===== config.mk =====
export PLATFORM = sky130hd
export DESIGN_NAME = datamem_access_ctrl
export DESIGN_NICKNAME = d
export VERILOG_FILES = /design/src/rtl/datamem_access_ctrl.sv
export SDC_FILE = /design/constraint.sdc
export NUM_CORES = 1
export LEC_CHECK = 0
export ABC_AREA = 1
export BUFFER_PORTS_ARGS = -buffer_cell sky130_fd_sc_hd__buf_2
export CAP_MARGIN = 25
export CORE_AREA = 2 2 155 157
export DETAILED_ROUTE_END_ITERATION = 16
export DIE_AREA = 0 0 157 159
export GPL_TIMING_DRIVEN = 0
export PLACE_DENSITY = 0.66
export SYNTH_ARGS = -nofsm -noshare
export SYNTH_HDL_FRONTEND = slang
export SYNTH_SLANG_ARGS = --single-unit

===== constraint.sdc =====
create_clock -name clk -period 2.4 [get_ports clk]
set_clock_uncertainty 0.1 [all_clocks]
set_input_delay 0.12 -clock clk [delete_from_list [all_inputs] [get_ports clk]]
set_output_delay 0.12 -clock clk [all_outputs]
set_load 0.03 [all_outputs]

===== src/rtl/datamem_access_ctrl.sv =====
// Memory-stage access controller: runs one req/ack transaction per load/store,
// stalls the pipeline while it is outstanding, and aborts after TIMEOUT cycles.
module datamem_access_ctrl #(
  parameter int AW      = 64,
  parameter int DW      = 64,
  parameter int TIMEOUT = 16
) (
  input  logic          clk,
  input  logic          reset,
  input  logic          ReadMem,
  input  logic          MemWr,
  input  logic [AW-1:0] addr,
  input  logic [DW-1:0] wdata,
  input  logic          mem_ack,
  input  logic [DW-1:0] mem_rdata,
  output logic          stall,
  output logic [DW-1:0] rdata,
  output logic          rdata_valid,
  output logic          err,
  output logic          mem_req,
  output logic          mem_we,
  output logic [AW-1:0] mem_addr,
  output logic [DW-1:0] mem_wdata
);

  localparam int            CW       = (TIMEOUT > 1) ? $clog2(TIMEOUT) : 1;
  localparam logic [CW-1:0] CNT_LAST = CW'(TIMEOUT - 1);

  typedef enum logic [1:0] {IDLE, ACCESS, DONE} state_t;

  state_t        state;
  logic [CW-1:0] waitCnt;
  logic          opValid;
  logic          aligned;

  assign opValid = ReadMem | MemWr;
  assign aligned = (addr[2:0] == 3'b000);
  assign stall   = ((state == IDLE) && opValid && aligned) || (state == ACCESS);

  always_ff @(posedge clk or negedge reset) begin
    if (!reset) begin
      state       <= IDLE;
      waitCnt     <= '0;
      rdata       <= '0;
      rdata_valid <= 1'b0;
      err         <= 1'b0;
      mem_req     <= 1'b0;
      mem_we      <= 1'b0;
      mem_addr    <= '0;
      mem_wdata   <= '0;
    end else begin
      rdata_valid <= 1'b0;
      err         <= 1'b0;
      case (state)
        IDLE: begin
          if (opValid) begin
            if (aligned) begin
              // MemWr wins when both requests are raised together
              state     <= ACCESS;
              mem_req   <= 1'b1;
              mem_we    <= MemWr;
              mem_addr  <= addr;
              mem_wdata <= wdata;
              waitCnt   <= '0;
            end else begin
              err <= 1'b1;
            end
          end
        end
        ACCESS: begin
          if (mem_ack) begin
            state   <= DONE;
            mem_req <= 1'b0;
            if (!mem_we) begin
              rdata       <= mem_rdata;
              rdata_valid <= 1'b1;
            end
          end else if (waitCnt == CNT_LAST) begin
            // ack in the final cycle still completes; only a missing one aborts
            state   <= DONE;
            mem_req <= 1'b0;
            err     <= 1'b1;
            if (!mem_we) rdata <= '0;
          end else begin
            waitCnt <= waitCnt + CW'(1);
          end
        end
        DONE:    state <= IDLE;
        default: state <= IDLE;
      endcase
    end
  end

endmodule


* Yosys cells after proc, flatten, opt, wreduce, memory -nomap -nowiden
Cells that the tools add are included.
** Storage, ports and cells
- Word-level logic and storage cells :: 58
- Input port bits :: 197
- Output and inout bits :: 197
- Register bits after elaboration :: 202
** Cells by class
- Reduce and logical (&&, ||, !) cells :: 12
- Equality and inequality tests :: 7
- Bitwise gates (word level) :: 2
- $add $sub $neg :: 1
- Mux-type cells :: 27
** Operator list (count)
- $mux 64 :: 4
- $mux 4 :: 4
- $mux 1 :: 11
- $reduce_and 3->1 :: 3
- $mux 2 :: 4
- $ne 2x2->1 const B :: 4
- $pmux 4 s2 :: 1
- $reduce_and 5->1 :: 1
- $add 4x1->4 const B :: 1
- $eq 4x4->1 const B :: 1
- $pmux 1 s2 :: 2
- $pmux 2 s2 :: 1
- $reduce_and 4->1 :: 1
- $reduce_bool 2->1 :: 2
- $logic_not 3->1 :: 1
- $ne 3x2->1 const B :: 1
- $eq 2x1->1 const B :: 1
- $logic_and 1x1->1 :: 2
- $logic_not 2->1 :: 1
- $logic_or 1x1->1 :: 1
- $not 1->1 :: 1
- $or 1x1->1 :: 1

* Logic depth before layout (Yosys ltp)
Gate-level depths: netlist of run 1.
- Depth in word-level cells :: 4
- Depth in mapped cells :: 9
- Depth with buffers taken out :: 7

* Least setup slack after synthesis of run 1
OpenSTA, ideal clock, no wires.
- Kind :: flip-flop to flip-flop
- Start point :: reg waitCnt[0]
- End point :: reg rdata[52]
- Path buffers :: 2
- Setup slack :: 888 ps
- Stages on the path, launching flop included :: 9
- Setup time :: 77 ps
- Period minus slack after synthesis :: 1512 ps
- Arrival time :: 1336 ps
- Data required time :: 2223 ps
- Cell sequence :: dfrtp_1 ha_1 nand3_2 nand2_1 nand3b_1 buf_2 buf_2 nand2_1 o21ai_1
** On the way
- Longest elaborated chain between the ends :: 3
** RTL lines
- from (decl) :: RTL line 32 : logic [CW-1:0] waitCnt;
- from (signal assigned) :: RTL line 85 : waitCnt <= waitCnt + CW'(1);
- $eq 4x4->1 :: RTL line 78 : end else if (waitCnt == CNT_LAST) begin
- $reduce_bool 2->1 (no source line)
- $reduce_and 3->1 (no source line)
- to (signal assigned) :: RTL line 75 : rdata <= mem_rdata;
- to (decl) :: RTL line 17 : output logic [DW-1:0] rdata,
No other way between the ends.
A chain may end at the register's enable or synchronous reset.

* Final worst setup path of run 1
- Start point :: reg state[1]
- End point :: out stall
** On the way
- Longest elaborated chain between the ends :: 4
- Elaborated cells between the ends (all ways) :: 5
- Classes of those cells :: eq/ne: 1; reduce/logical: 4
** RTL lines
- from (decl) :: RTL line 31 : state_t state;
- from (signal assigned) :: RTL line 42 : state <= IDLE;
- from (signal assigned) :: RTL line 59 : state <= ACCESS;
- from (signal assigned) :: RTL line 72 : state <= DONE;
- $logic_not 2->1 :: RTL line 38 : assign stall = ((state == IDLE) && opValid && aligned) || (state == ACCESS);
- $logic_and 1x1->1 (2 in series) :: RTL line 38
- $logic_or 1x1->1 * :: RTL line 38
- to (decl) :: RTL line 16 : output logic stall,
Every way passes the cells marked *; elsewhere a longest branch is shown, timed or not.

==> key figures, run 1 <==
Status
  • Run status: completed

Layout
  • Fill cell instance count of the final layout: approximately 1900
  • Final standard cell count with taps included and fillers excluded: 1837
  • Total number of nets in the final design: 1698
  • Relative area change from synthesis to final layout: 66.2%
  • Ratio of cells with drive above 1 in the final layout: 0.312

Timing
  • Number of hold violations in the final report: 0
  • Worst rel slew slack: 0.459
  • Fmax: 479 MHz
  • Final critical-path required period: between 2 and 2.5 ns
  • Setup violations, final: 0
  • Total Negative Setup Slacks: 0 ns
  • Hold slack: between 0.09 and 0.1 ns
  • Final Cycle Share: 0.871
  • Unrepaired setup endpoints after global routing: no
  • Final-report max-slew violation count: 0
  • Transition time at the pin with the least slew margin: 0.812 ns

Synthesis
  • Number of synthesized flops with an enable pin: 0
  • Area of the mapped netlist: around 7900 um2
  • Synth area leaders: dfrtp_1, nand2_1, o21ai_1
  • Number of warnings issued by yosys: 0
  • Cell count after synthesis: 883
  • Most used standard cell by instance count after synthesis: nand2_1
  • Fraction of synthesized cell area taken by the top area cell type: 0.643
  • Sequential share of the synthesized area: 0.643
  • Distinct cell type count after synthesis: 22
  • Net count of the mapped netlist: approximately 1100
  • Avg Inst Size Synth: 8.90 um2
  • Cell type contributing the most total cell area after synthesis: dfrtp_1
  • Synth Flop Type: dfrtp_1
  • Async SR Flop Fraction: 1.00
  • List of most frequent post-synthesis cells: nand2_1, dfrtp_1, o21ai_1
  • Post-synthesis register bit count: 202

Worst setup path
  • Largest driver fanout on the critical path: 17
  • Critical R2R Capture: mem_req$_DFFE_PN0P_
  • Category of the worst setup path capture point: output port
  • Crit start category: flop
  • Crit path arrival time: ~1.9 ns
  • Setup slack of the worst register-to-register path: 0.45 ns
  • Data required time of the critical path: between 2 and 2.5 ns
  • R2R depth: 7
  • Critical Setup Path Class: flop to output port
  • Start of the worst register-to-register path: waitCnt[0]$_DFFE_PN0P_

Placement
  • Estimated wirelength of the detail-placed design: around 18000 um
  • Weighted congestion reported at the end of routability-driven placement: slightly below 0.8
  • Placed insts: between 1500 and 2000
  • Number of input and output port buffers inserted: just under 400

Power and ir drop
  • Psw: about 0.0047 W
  • Part of the total power dissipated in the clock network: 0.298
  • PnR Total Power: approximately 0.013 W
  • Int Power: just under 0.008 W
  • Part of the power in registers: 0.375
  • Largest vdd supply drop: approximately 480 uV
  • Total power per unit cell area: roughly 960 nW/um2
  • Share of total power in combinational logic: 0.327
  • Total leakage power: 7.24 nW
  • Switch share: 0.375

CTS
  • Inserted Clock Buffers: 23
  • Register clock-pin slew on the reported worst setup and hold paths: ~0.060 ns
  • Number of setup buffers added after CTS: 0
  • Buffers from clock root to sink, at most: 3
  • Total clock sinks: 202
  • H-tree Lvls: 1
  • Clk root buf: clkbuf_16
  • CTS tree: done
  • Source-to-sink clock delay at the later pin of the worst-skew pair: 0.51 ns

Floorplanning
  • # rows: between 50 and 60
  • Height of the chip: 159 um
  • I/O pin cnt: ~390
  • Die footprint: between 20000 and 25000 um2
  • Total core area: 23200 um2
  • Effective utilization at floorplan: 0.339
  • Die X-Extent: 157 um

Global route
  • Total track usage: 0.216
  • Number of global-route vias before repair: roughly 8700
  • Total congestion overflow after global routing: 0
  • Wire length of the first global-routing pass: 43300 um
  • Largest net degree at the start of global routing: roughly 100
  • Number of antenna violations at the first check in global routing: 1

Detailed routing
  • Routed Antenna Nets: 0
  • Post-route DRC: 0
  • Average detailed-routed wire length per instance: between 15 and 20 um
  • Total wire length after detailed routing: about 28000 um
  • Number of design-rule violations left by the first detailed-router iteration: ~460
  • Number of optimization iterations in the first detailed-route pass: 5
  • Per-cell via count in the routed design: around 4.5
  • Via Count: 8314

Flow run
  • Max-cap viol count: 0

Worst hold path
  • Worst Hold Class: input pin to async pin
==> what timing repair did <==
| action | in CTS | in global routing |
|---|---|---|
| setup endpoints to repair | 0 | 1 |
| resized for setup | 0 | 0 |
| hold buffers | 199 | 0 |
| endpoints found under the hold margin | 296 | 0 |
==> power groups by stage <==
stage	clock [W]	sequential, W	combinational (W)
after floorplan	0	0.00632	0.000777
final	0.00374	0.00470	0.00410
after global placement	0	0.00468	0.00375
after detailed placement	0	0.00469	0.00380
after CTS	0.00381	0.00466	0.00405
after global routing	0.00397	0.00478	0.00438
==> metal layers <==
metal	vias up	routed length [um]	GRT usage
li1	3948	-	-
met5	-	0	0
met1	3873	10500	0.240
met4	0	1220	0.0988
met3	82	2230	0.0506
met2	411	13900	0.386
==> flip-flops by register name, summed over array words and instances (netlist names) <==
name         flops
mem_we           1
rdata           64
mem_addr        64
err              1
mem_req          1
rdata_valid      1
mem_wdata       64
state            2
waitCnt          4
==> worst max-delay path, stage by stage, from the launching register on <==
cell     delay [ns]
dfrtp_1        0.41
nor2_1         0.18
inv_2          0.05
nor2_2         0.11
nand2_2        0.26
nand2_1        0.13
buf_2          0.22
==> per-stage QoR <==
stage	util	area, um2	setup slack, ns
after floorplan	-	7860	0.888
after global placement	0.441	10200	-2.36
after detailed placement	0.443	10300	0.582
after CTS	0.563	13100	0.0814
after global routing	0.563	13100	0.126
final	0.563	13100	0.310
==> cell families after synthesis <==
kind of cell    synth area share
fa+ha+maj                0.00159
compound gates            0.0422
buf+inv                   0.0458
xor+xnor                 0.00111
simple gates               0.266
flops                      0.643
==> placed cells by master (no fill, tap or decap), types with 2 or more instances in the layout <==
| cell type | count |
|---|---|
| dlygate4sd3_1 | 199 |
| buf_4 | 2 |
| dfrtp_1 | 202 |
| buf_2 | 415 |
| clkinv_2 | 3 |
| buf_6 | 11 |
| o21ai_1 | 43 |
| inv_2 | 2 |
| nand3_1 | 9 |
| nor2_1 | 9 |
| nand2_1 | 524 |
| clkbuf_8 | 4 |
| clkbuf_1 | 16 |
| o21ai_0 | 22 |
| inv_1 | 13 |
| clkbuf_16 | 23 |
| nor2_2 | 2 |
| bufinv_16 | 4 |
==> cell type report <==
class / instances / area, um2 / area share
flip-flops and latches: 202 / 5050 / 0.387
repair buffers: 593 / 4000 / 0.306
multi-input cells: 617 / 2450 / 0.187
clock buffers: 32 / 649 / 0.0497
well taps: 319 / 399 / 0.0305
plain buffers: 48 / 300 / 0.0230
clock inverters: 10 / 160 / 0.0123
inverters: 15 / 56.3 / 0.00431
diodes: 1 / 2.50 / 0.000192
==> worst max-delay path by stage <==
stage | start | to | slack [ns] | cells past startpoint
finish | state[1]$_DFFE_PN0P_ | stall | 0.31 | 6
global route | state[1]$_DFFE_PN0P_ | stall | 0.13 | 6
CTS | state[1]$_DFFE_PN0P_ | stall | 0.08 | 7
detailed placement | waitCnt[0]$_DFFE_PN0P_ | rdata[34]$_DFFE_PN0P_ | 0.58 | 8
global placement | reset | mem_wdata[12]$_DFFE_PN0P_ | -2.36 | 1
floorplan | waitCnt[0]$_DFFE_PN0P_ | rdata[52]$_DFFE_PN0P_ | 0.89 | 8
(Power assumes the default switching activity.)
==> inputs of run 2 (changes only) <==
- CTS_CLUSTER_DIAMETER: unset -> 100
- clock period: 2.4 -> 2.1 ns (I/O delays scaled with it)
==> run 2 against run 1 <==
  * Via count is 0.69% higher
  * Global-route usage hardly changed
  * Core utilization is 0.39 points higher
  * Largest cell class unchanged
==> key figures, run 2 (synthesis gave the netlist of run 1 again) <==
Status
  • Run status: completed

Detailed routing
  • Per-cell via count in the routed design: about 4.5
  • Number of optimization iterations in the first detailed-route pass: 7
  • Average detailed-routed wire length per instance: approximately 15 um
  • Number of design-rule violations left by the first detailed-router iteration: 463
  • Routed Antenna Nets: 0
  • Via Count: between 8000 and 9000
  • Post-route DRC: 0
  • Total wire length after detailed routing: roughly 28000 um

Layout
  • Antenna diode count: 0
  • Total number of nets in the final design: approximately 1700
  • Ratio of cells with drive above 1 in the final layout: 0.315
  • Core utilization of the finished layout: 0.567
  • Most used cells in the layout excluding fill and tap cells: nand2_1, buf_2, dlygate4sd3_1
  • Area of all placed cells without fillers: about 13000 um2
  • Most common library cell in the layout ignoring fill and taps: nand2_1
  • Leading registers by flop count: mem_addr x64, mem_wdata x64, rdata x64
  • Relative area change from synthesis to final layout: 67.3%

Worst setup path
  • CP Buf/Inv Count: 4
  • Crit path arrival time: 2.32 ns
  • Capture point of the critical path: mem_req$_DFFE_PN0P_
  • Count of cell instances traversed by the critical path: 10
  • Category of the worst setup path capture point: flop
  • Ordered cell list for the critical path: dlygate4sd3_1, buf_2, nor2_2, dlygate4sd3_1, nand3_1, nand2_1, nand3_1, dlygate4sd3_1, nand2_1, nand2_1
  • R2R depth: 7
  • Crit-path slowest cell: dlygate4sd3_1
  • Setup slack of the worst register-to-register path: 0.16 ns
  • Highest cell delay on the worst timing path: approximately 0.56 ns
  • Family with the most delay on the worst path: buffers and inverters
  • Critical R2R Capture: mem_req$_DFFE_PN0P_
  • Crit start category: input pin
  • Critical Setup Path Class: input pin to flop
  • Largest driver fanout on the critical path: 2
  • Data required time of the critical path: around 2.4 ns
  • Beginning of the critical path: addr[1]
  • Start of the worst register-to-register path: waitCnt[0]$_DFFE_PN0P_

Timing
  • Final-report max-slew violation count: 0
  • Unrepaired setup endpoints after global routing: no
  • Worst rel slew slack: 0.460
  • Final critical-path required period: approximately 2 ns
  • Number of hold violations in the final report: 0
  • Final Cycle Share: 0.964
  • Fmax: around 490 MHz
  • Transition time at the pin with the least slew margin: 0.810 ns
  • Hold slack: approximately 0.081 ns
  • Setup violations, final: 0

Global route
  • Wire length of the first global-routing pass: about 43000 um
  • Number of global-route vias before repair: between 8000 and 9000
  • Largest net degree at the start of global routing: 103
  • Number of antenna violations at the first check in global routing: 0
  • Total congestion overflow after global routing: 0
  • Total track usage: 0.216

Floorplanning
  • # rows: 56
  • Die X-Extent: between 150 and 200 um
  • Total core area: between 20000 and 25000 um2
  • Die footprint: 25000 um2
  • Effective utilization at floorplan: 0.339
  • Height of the chip: around 160 um
  • I/O pin cnt: 394

CTS
  • Inserted Clock Buffers: 23
  • H-tree Lvls: 1
  • Clk root buf: clkbuf_16
  • Register clock-pin slew on the reported worst setup and hold paths: ~0.06 ns
  • CTS tree: done
  • Source-to-sink clock delay at the later pin of the worst-skew pair: 0.51 ns
  • Total clock sinks: just over 200
  • Buffers from clock root to sink, at most: 3

Placement
  • Weighted congestion reported at the end of routability-driven placement: 0.795
  • Number of input and output port buffers inserted: about 390
  • Post-DP Area: 10300 um2
  • Estimated wirelength of the detail-placed design: 17600 um

Power and ir drop
  • Switch share: 0.375
  • Share of total power in combinational logic: 0.328
  • Part of the total power dissipated in the clock network: 0.298
  • Total power per unit cell area: about 1100 nW/um2
  • Int Power: ~0.009 W
  • Largest vdd supply drop: between 500 and 600 uV
  • Psw: between 0.005 and 0.006 W
  • Part of the power in registers: 0.375
  • Total leakage power: ~7.3 nW

Flow run
  • Max-cap viol count: 0

Worst hold path
  • Worst Hold Class: input pin to async pin
==> run 2: cell type report <==
type / count / area, um2
tap: 319 / 399
fill: 1900 / 10000
clock buffer: 32 / 649
buffer: 48 / 300
multi-input combinational: 617 / 2450
inverter: 15 / 56.3
timing repair buffer: 603 / 4080
clock inverter: 10 / 160
sequential: 202 / 5050
==> run 2: stage by stage <==
stage | total power (W) | std cells | setup TNS (ns) | setup WS (ns)
3_5_place_dp | 0.00970 | 1596 | 0 | 0.282
5_1_grt | 0.0150 | 1846 | 0 | 0.00956
4_1_cts | 0.0143 | 1839 | 0 | 0.0806
6_report | 0.0143 | 1846 | 0 | 0.0755
2_1_floorplan | 0.00811 | 883 | 0 | 0.588
3_3_place_gp | 0.00963 | 1595 | -530.48 | -2.65
==> run 2: power by group through the flow <==
| stage | Sequential (W) | Clock [W] | Combinational (W) |
|---|---|---|---|
| after floorplan | 0.00722 | 0 | 0.000888 |
| after detailed placement | 0.00537 | 0 | 0.00434 |
| after global routing | 0.00547 | 0.00453 | 0.00502 |
| after global placement | 0.00535 | 0 | 0.00428 |
| after CTS | 0.00533 | 0.00435 | 0.00464 |
| final | 0.00537 | 0.00427 | 0.00470 |
==> run 2: worst min-delay path by stage <==
stage / start / endpoint / cells past startpoint
floorplan: reset / err$_DFF_PN0_ / 0
global placement: wdata[13] / mem_wdata[13]$_DFFE_PN0P_ / 3
detailed placement: reset / mem_addr[21]$_DFFE_PN0P_ / 1
CTS: addr[1] / mem_req$_DFFE_PN0P_ / 6
global route: reset / mem_addr[21]$_DFFE_PN0P_ / 2
finish: reset / mem_addr[21]$_DFFE_PN0P_ / 2
==> run 2: timing repair <==
| action | CTS | global route |
|---|---|---|
| hold buffers | 202 | 1 |
| resized for setup | 1 | 1 |
| hold endpoints to repair | 296 | 1 |
| setup buffers | 0 | 6 |
| pin swaps | 0 | 1 |
| setup endpoints to repair | 1 | 3 |
==> run 2: routing by layer <==
| layer | vias to the layer above | global-route usage | routed length [um] |
|---|---|---|---|
| met4 | 0 | 0.103 | 1290 |
| met1 | 3927 | 0.239 | 10600 |
| met3 | 87 | 0.0512 | 2150 |
| met5 | - | 0 | 0 |
| met2 | 388 | 0.386 | 13900 |
| li1 | 3969 | - | - |
==> run 2: worst register-to-register path: cells and delay by family, from the launching register on <==
kind	cells	cell delay [ns]
adder cells (fa/ha/maj)	1	0.22
buffers and inverters	1	0.56
flip-flops	1	0.41
AND/OR/NAND/NOR	5	0.54
